`src/rtl/sfu_pkg.sv`:
```
// Shared types and default dimensions for the special-function / accumulation stage.
// The SFU_RELU_EN macro, when defined, clamps negative lanes to zero on drain
// (see sfu_lane_alu); the package itself is identical in both builds.
package sfu_pkg;

    // Job sequencing: wait for start, sum passes, stream results, pulse done.
    typedef enum logic [1:0] {
        IDLE  = 2'd0,
        ACCUM = 2'd1,
        DRAIN = 2'd2,
        DONE  = 2'd3
    } sfu_state_t;

    // Default array geometry (lane count matches the mac_array columns).
    localparam int SFU_COL       = 8;
    localparam int SFU_PSUM_BW   = 16;
    localparam int SFU_ACC_DEPTH = 16;
    localparam int SFU_ADDR_BW   = 4;
    localparam int SFU_PASS_BW   = 4;

    // Lane adder and ReLU operate at the psum width; sums wrap, no widening.
    localparam int SFU_LANE_ADD_BW = SFU_PSUM_BW;
    localparam int SFU_RELU_BW     = SFU_PSUM_BW;

endpackage

```
`src/rtl/sfu_lane_alu.sv`:
```
// One psum lane: first-pass load or wrapping signed add for accumulation,
// plus the drain-side output function.
// Build option SFU_RELU_EN: defined -> negative lanes drain as zero;
// undefined -> raw signed psums drain unchanged.
module sfu_lane_alu
    import sfu_pkg::*;
#(
    parameter int psum_bw = SFU_LANE_ADD_BW
) (
    input  logic               first,
    input  logic [psum_bw-1:0] acc_in,
    input  logic [psum_bw-1:0] psum_in,
    input  logic [psum_bw-1:0] drain_in,
    output logic [psum_bw-1:0] acc_out,
    output logic [psum_bw-1:0] drain_out
);

    // First pass overwrites stale contents; later passes add with two's-complement wrap.
    always_comb begin
        acc_out = first ? psum_in : (acc_in + psum_in);
    end

    // Output function applied on the way to the output SRAM.
`ifdef SFU_RELU_EN
    always_comb begin
        drain_out = drain_in[psum_bw-1] ? '0 : drain_in;
    end
`else
    always_comb begin
        drain_out = drain_in;
    end
`endif

endmodule

```
`src/rtl/sfu_accum.sv`:
```
// Accumulation stage behind the corelet: pops psum rows from the OFIFO, sums
// them per output location over num_pass passes, then drains each location
// once through the lane output function. Build option SFU_RELU_EN selects
// ReLU on drain (see sfu_lane_alu).
module sfu_accum
    import sfu_pkg::*;
#(
    parameter int col       = SFU_COL,
    parameter int psum_bw   = SFU_PSUM_BW,
    parameter int acc_depth = SFU_ACC_DEPTH,
    parameter int addr_bw   = SFU_ADDR_BW,
    parameter int pass_bw   = SFU_PASS_BW
) (
    input  logic                   clk,
    input  logic                   reset,
    input  logic                   start,
    input  logic [pass_bw-1:0]     num_pass,
    input  logic                   ofifo_o_valid,
    input  logic [col*psum_bw-1:0] ofifo_out,
    output logic                   ofifo_rd,
    input  logic                   out_ready,
    output logic                   out_valid,
    output logic [addr_bw-1:0]     out_addr,
    output logic [col*psum_bw-1:0] out_data,
    output logic                   busy,
    output logic                   done
);

    localparam int                 ROW_BW    = col * psum_bw;
    localparam logic [addr_bw-1:0] LAST_ADDR = addr_bw'(acc_depth - 1);

    sfu_state_t          state_reg, state_next;
    logic [addr_bw-1:0]  addr_reg, addr_next;
    logic [pass_bw-1:0]  pass_reg, pass_next;
    logic [pass_bw-1:0]  num_pass_reg, num_pass_next;
    logic [ROW_BW-1:0]   out_data_reg;

    logic                pop;
    logic                load_out;
    logic [addr_bw-1:0]  addr_inc;
    logic [ROW_BW-1:0]   acc_rdata;
    logic [ROW_BW-1:0]   acc_wdata;
    logic [ROW_BW-1:0]   drain_rdata;
    logic [ROW_BW-1:0]   drain_f;

    logic [ROW_BW-1:0]   acc_mem [acc_depth];

    // Location counter wraps at the buffer depth, not at the counter width.
    always_comb begin
        addr_inc = (addr_reg == LAST_ADDR) ? '0 : (addr_reg + addr_bw'(1));
    end

    // Accumulate port reads the location being popped into; the drain port
    // reads the location that will be presented next cycle.
    always_comb begin
        acc_rdata   = acc_mem[addr_reg];
        drain_rdata = acc_mem[addr_next];
    end

    genvar gi;
    generate
        for (gi = 0; gi < col; gi++) begin : g_lane
            sfu_lane_alu #(
                .psum_bw (psum_bw)
            ) u_lane (
                .first     (pass_reg == '0),
                .acc_in    (acc_rdata[gi*psum_bw +: psum_bw]),
                .psum_in   (ofifo_out[gi*psum_bw +: psum_bw]),
                .drain_in  (drain_rdata[gi*psum_bw +: psum_bw]),
                .acc_out   (acc_wdata[gi*psum_bw +: psum_bw]),
                .drain_out (drain_f[gi*psum_bw +: psum_bw])
            );
        end
    endgenerate

    // Next-state, counters and handshake decisions.
    always_comb begin
        state_next    = state_reg;
        addr_next     = addr_reg;
        pass_next     = pass_reg;
        num_pass_next = num_pass_reg;
        pop           = 1'b0;
        load_out      = 1'b0;
        case (state_reg)
            IDLE: begin
                if (start) begin
                    state_next    = ACCUM;
                    num_pass_next = (num_pass == '0) ? pass_bw'(1) : num_pass;
                    addr_next     = '0;
                    pass_next     = '0;
                end
            end
            ACCUM: begin
                if (ofifo_o_valid) begin
                    pop       = 1'b1;
                    addr_next = addr_inc;
                    if (addr_reg == LAST_ADDR) begin
                        if (pass_reg == (num_pass_reg - pass_bw'(1))) begin
                            state_next = DRAIN;
                            pass_next  = '0;
                            load_out   = 1'b1;
                        end else begin
                            pass_next = pass_reg + pass_bw'(1);
                        end
                    end
                end
            end
            DRAIN: begin
                if (out_ready) begin
                    addr_next = addr_inc;
                    if (addr_reg == LAST_ADDR) begin
                        state_next = DONE;
                    end else begin
                        load_out = 1'b1;
                    end
                end
            end
            DONE: begin
                state_next = IDLE;
            end
            default: begin
                state_next = IDLE;
            end
        endcase
    end

    // Control registers and the registered drain data; reset abandons any job.
    always_ff @(posedge clk or negedge reset) begin
        if (!reset) begin
            state_reg    <= IDLE;
            addr_reg     <= '0;
            pass_reg     <= '0;
            num_pass_reg <= '0;
            out_data_reg <= '0;
        end else begin
            state_reg    <= state_next;
            addr_reg     <= addr_next;
            pass_reg     <= pass_next;
            num_pass_reg <= num_pass_next;
            if (load_out) begin
                out_data_reg <= drain_f;
            end
        end
    end

    // Accumulator buffer; contents are meaningless until the first pass rewrites them.
    always_ff @(posedge clk) begin
        if (pop) begin
            acc_mem[addr_reg] <= acc_wdata;
        end
    end

    // Output decode straight from registered state.
    always_comb begin
        ofifo_rd  = pop;
        out_valid = (state_reg == DRAIN);
        out_addr  = (state_reg == DRAIN) ? addr_reg : '0;
        out_data  = out_data_reg;
        busy      = (state_reg != IDLE);
        done      = (state_reg == DONE);
    end

endmodule

```
`config.mk`:
```
export PLATFORM = sky130hd
export DESIGN_NAME = sfu_accum
export DESIGN_NICKNAME = d
export VERILOG_FILES = /design/src/rtl/sfu_pkg.sv /design/src/rtl/sfu_lane_alu.sv /design/src/rtl/sfu_accum.sv
export SDC_FILE = /design/constraint.sdc
export NUM_CORES = 2
export LEC_CHECK = 0
export CAP_MARGIN = 20
export CORE_MARGIN = 10
export CORE_UTILIZATION = 41
export CTS_CLUSTER_SIZE = 12
export DETAILED_ROUTE_END_ITERATION = 12
export GPL_ROUTABILITY_DRIVEN = 0
export GPL_TIMING_DRIVEN = 0
export SLEW_MARGIN = 0
export SYNTH_ARGS = -nofsm -noshare
export SYNTH_HDL_FRONTEND = slang
export SYNTH_SLANG_ARGS = --single-unit
```
`constraint.sdc`:
```
create_clock -name clk -period 9.43 [get_ports clk]
set_clock_uncertainty 0.15 [all_clocks]
set_input_delay 1.886 -clock clk [delete_from_list [all_inputs] [get_ports clk]]
set_output_delay 1.886 -clock clk [all_outputs]
set_load 0.02 [all_outputs]
```
---- Yosys cells after proc, flatten, opt, wreduce, memory -nomap -nowiden ----
Memory sizes are Yosys's and may differ from the RTL's. A register that Yosys moved wholly into a read port is not among the register bits.
Cells that the tools add are included.
storage, ports and cells
  flip-flop bits (word level) ............. 14
  latch bits .............................. 0
  bits in writable memories ............... 2048
  ROM bits ................................ 0
  bits of input ports ..................... 137
  output and inout bits ................... 136
  logic and storage cells ................. 73
  memories kept ........................... 1
operators by class
  add/sub/neg operators ................... 11
  $mul .................................... 0
  divide/modulo/power cells ............... 0
  order comparisons ....................... 0
  equal/unequal tests ..................... 11
  shift operators ......................... 0
  muxes and demuxes ....................... 37
  bitwise gates (word level) .............. 0
  reduce and logical (&&, ||, !) cells .... 9
memory list
  memory   depth  width  read ports  clocked after Yosys merged registers in  wr ports  RTL line         RTL
  acc_mem  16     128    2           1                                        1         sfu_accum.sv:46  logic [ROW_BW-1:0] acc_mem [acc_depth];
operators by type and width
  kind                   count
  $add A16 B16 Y16       8
  $mux W16               8
  $mux W4                10
  $mux W2                6
  $pmux W4 S3            1
  $ne A2 B2 Y1 const B   5
  $mux W1                9
  $add A4 B1 Y4 const B  2
  $logic_not A4 Y1       2
  $pmux W2 S4            1
  $pmux W4 S2            1
  $reduce_and A6 Y1      1
  $eq A2 B2 Y1 const B   2
  $eq A4 B4 Y1           1
  $eq A4 B4 Y1 const B   1
  $reduce_and A4 Y1      1
  $reduce_bool A2 Y1     2
  $sub A4 B1 Y4 const B  1
  $eq A2 B1 Y1 const B   1
  $logic_not A2 Y1       1
  $ne A2 B1 Y1 const B   1
  $pmux W1 S2            1
  $reduce_and A2 Y1      1
  $logic_not A1 Y1       1

---- Logic depth before layout (Yosys ltp) ----
  word-level depth ........................ 6
  mapped depth ............................ 16
  depth with buffers taken out ............ 12

---- Hierarchy ----
From an unflattened synthesis, not the netlist that was laid out.
unflattened totals
  cell total of the unflattened synthesis .. 7927
  area total of the unflattened synthesis .. 108753.1 um^2
by module, submodules not included
  module        instances  cells an instance  area an instance (um^2)  seq. area each (um^2)
  sfu_accum     1          6703               99824.5                  65052.4
  sfu_lane_alu  8          153                1116.1                   0.0

---- Worst setup path after synthesis ----
No wires, ideal clock.
  path kind ............................... input-to-reg
  start ................................... input ofifo_o_valid
  end ..................................... register pass_reg[3]
  setup time .............................. 0.136 ns
  data arrival time ....................... 9.103 ns
  required time ........................... 9.144 ns
  path slack .............................. 0.041 ns
  cell stages on the path ................. 5
  path buffers ............................ 0
  cell sequence ........................... nand2_1 nor2_1 o21ai_0 o21ai_0 o31ai_1
on the way
  word-level cells in the longest chain between the ends .. 2
RTL lines
  what                                RTL line          RTL
  from (decl)                         sfu_accum.sv:18   input logic ofifo_o_valid,
  $ne A2 B2 Y1 (no source line)       -
  $reduce_and A4 Y1 (no source line)  -
  to (signal assigned)                sfu_accum.sv:138  pass_reg <= pass_next;
  to (decl)                           sfu_accum.sv:34   logic [pass_bw-1:0] pass_reg, pass_next;
Every way passes these cells.
A chain may end at the register's enable or synchronous reset.

---- Final worst setup path ----
  start ................................... register addr_reg[1]
  end ..................................... memory acc_mem[10][111] (netlist name) (data pin)
on the way
  word-level cells in the longest chain between the ends .. 3
RTL lines
  what                      RTL line            RTL
  from (decl)               sfu_accum.sv:33     logic [addr_bw-1:0] addr_reg, addr_next;
  from (signal assigned)    sfu_accum.sv:137    addr_reg <= addr_next;
  $mem_v2 Z16 W128          -
  $add A16 B16 Y16          sfu_lane_alu.sv:20  acc_out = first ? psum_in : (acc_in + psum_in);
  $mux W16                  sfu_lane_alu.sv:20
  named net acc_wdata[111]  sfu_accum.sv:42     logic [ROW_BW-1:0] acc_wdata;
  to (decl)                 sfu_accum.sv:46
The timed path passes the listed nets, and every way through them passes these cells.

==> run_results.csv <==
group,metric,value,unit
status,outcome,"finished clean",
job,cap_violations,0,
min_path,min_path_type,"reg2reg",
cts,cts_buffers,234,
sta,grt_setup_unrepaired,"false",
finish,multi_input_area,37700,um^2
placed_design,dp_hpwl,268,mm
synth,ys_warn_count,0,
synth,yosysSeqAreaShare,62.0,%
sta,setup_viol_count_final,0,
finish,stdcell_area,123000,um^2
critical_path,r2r-start,"addr_reg[1]",
finish,instances_no_fill,10800,
power_and_ir_drop,power_density,305,nW/um^2
floorplan,die_area,276000,um^2
critical_path,crit_path_end_kind,"register",
critical_path,reg2regPathDepth,15,
floorplan,start_util,41.2,%
detailed_routing,wl_per_cell,36.3,um
global_routing,grtUsageMet2,41.5,%
critical_path,crit_fanout,16,
floorplan,die_height,526,um
critical_path,start_kind,"register",
floorplan,num_rows,185,
finish,final_layout_size_suffix_gt1_share,22.5,%
sta,max_freq,123,MHz
synth,avgSynthCellArea,16.1,um^2
finish,seq_area,65100,um^2
min_path,hold_start,"num_pass_reg[3]",
critical_path,r2r_slack,1.30,ns
finish,nFillCells,21000,
synth,synth_seq_cells,2190,
detailed_routing,postRouteAntennaNets,0,
global_routing,met3_usage,8.84,%
global_routing,antenna_found_initial,28,
global_routing,overflow,0,
synth,synthCells,6493,
synth,synth_area,105000,um^2
cts,cts_tree,"done",
global_routing,use_met1,35.5,%
detailed_routing,finalWirelength,394,mm
detailed_routing,post_drt_via_cell_ratio,6.62,
synth,async_flop_share,6.48,%
finish,mostFrequentLayoutCell,"edfxtp_1",
placed_design,port_buffers,272,
synth,ys_types,73,
global_routing,grt_pass1_vias,70200,
sta,hold_viol,0,
critical_path,crit_arrival,8.55,ns
placed_design,dpl_cell_area,115000,um^2
floorplan,die_w,526,um
min_path,min_to,"num_pass_reg[3]",
sta,fin_crit_sh,86.2,%
global_routing,top_usage_layer,"met2",
finish,finish.utilization,48.4,%
cts,cts_sinks,2190,
critical_path,worstPathRequired,9.85,ns
power_and_ir_drop,power.leakage,40.5,nW
cts,clockRootBuffer,"clkbuf_16",
sta,relSlewSlack,19.0,%
placed_design,dpl_worst_slack,1.61,ns
cts,htreeDepth,4,
finish,largest_reg_flops,2048,
synth,synth_flop_cell,"edfxtp_1",
synth,synth.top_cells.by_area,"edfxtp_1 59%, mux4_2 19%, dfrtp_1 3.4%",
global_routing,grt_pass1_wl,542,mm
cts,cts_repair_resize_count,0,
finish,nets,7500,
synth,synth_edf_count,2048,
finish,final_cell_mix,"2048 x edfxtp_1, 888 x mux4_2, 635 x a21oi_1",
detailed_routing,firstDrtPassIters,8,
cts,cts_hold_buf,0,
placed_design,placed_cells,10300,
cts,clk-insertion-delay-late,0.92,ns
sta,worstMarginPinSlew,1.21,ns
detailed_routing,vias,71800,
critical_path,r2r-end,"acc_mem[10][111]",
finish,area_delta_synth_final,17.4,%
power_and_ir_drop,vdd.ir_drop.worst,0.000302,V
power_and_ir_drop,fin_total_pwr,37.6,mW
detailed_routing,drc,0,
cts,cts.clk_slew.worst_paths,0.07,ns
critical_path,criticalPathCategory,"reg2reg",
synth,synth_nets,6769,
floorplan,core,254000,um^2
sta,fin_crit,8.13,ns
detailed_routing,drtIter0Drc,11600,
floorplan,ios,273,
sta,layout_setup_ws,1.30,ns
synth,yosysTopAreaCellShare,58.7,%
global_routing,grt_usage,27.5,%
cts,cts_max_path_buffers,3,
global_routing,grt_max_degree,67,
min_path,hold_path_depth,1,
critical_path,cp-startpoint,"addr_reg[1]",
cts,post_cts_buffers,0,
synth,synth_top_area_cell,"edfxtp_1",
sta,drv_slew,0,
==> stage by stage <==
stage	setup TNS, ns	hold WS (ns)
global placement	-4010.76	0.365
finish	0	0.387
global route	0	0.399
CTS	0	0.391
detailed placement	0	0.377
floorplan	0	0.336
==> area by class of cell <==
class	count	share of cell area, %
Antenna cell	45	0.0915
Buffer	473	1.63
Clock buffer	340	5.37
Clock inverter	102	0.758
Inverter	69	0.210
Multi-Input combinational cell	3761	30.7
Sequential cell	2190	52.9
Tap cell	3366	3.42
Timing Repair Buffer	495	5.00
==> cells by family (layout without fill, tap and decap cells) <==
logic type	after synthesis	count (layout)	synth area share [%]
AO/OA/AOI/OAI	1455	1455	8.78
XOR/XNOR	90	90	0.752
adder cells (fa/ha/maj)	139	139	1.72
AND/OR/NAND/NOR	1056	1056	4.20
other	0	45	0
multiplexers	1021	1021	20.4
buffers and inverters	542	1479	2.13
flip-flops	2190	2190	62.0
==> per-layer routing <==
metal  wire [um]  vias up
met1      143000    37300
met2      176000     5307
li1            -    28200
met5         169        -
met3       51200     1028
met4       23800        8
==> worst max-delay path by stage <==
stage / to / slack (ns) / cells after the start
2_1_floorplan: pass_reg[3] / 0.04 / 5
3_3_place_gp: pass_reg[1] / -10.71 / 5
3_5_place_dp: acc_mem[7][111] / 1.61 / 15
4_1_cts: acc_mem[10][111] / 1.56 / 15
5_1_grt: acc_mem[10][111] / 1.22 / 15
6_report: acc_mem[10][111] / 1.30 / 15
==> worst max-delay path: stages, from the launching register on <==
cell	delay [ns]
dfrtp_1	0.49
buf_2	0.53
buf_2	0.55
clkbuf_1	0.62
buf_8	0.25
clkbuf_1	0.84
mux4_2	0.47
mux4_2	0.51
ha_1	0.22
or3_1	0.43
a2111oi_0	0.68
o211ai_1	0.25
a41oi_1	0.67
xnor2_1	0.19
nor2_1	0.07
xor2_1	0.82
==> power breakdown <==
group	switching, mW	internal (mW)	total (mW)
clock	3.97	5.18	9.15
combinational	10.2	6.66	16.9
sequential	0.430	11.1	11.5
total	14.7	22.9	37.6
==> Yosys cell counts (27+ instances only) <==
cell type / count
nor3_1: 35
a21o_1: 37
o21ai_0: 91
o22ai_1: 108
mux4_2: 888
edfxtp_1: 2048
xnor2_1: 38
a21oi_1: 635
a211oi_1: 125
dfrtp_1: 142
xor2_1: 52
a22o_1: 34
nor2_1: 231
buf_1: 76
nand3_1: 28
clkbuf_1: 302
a22oi_1: 237
buf_2: 78
mux2_2: 27
nand2_1: 633
inv_1: 65
mux2i_1: 106
ha_1: 131
Power figures use the tool's default switching activity.
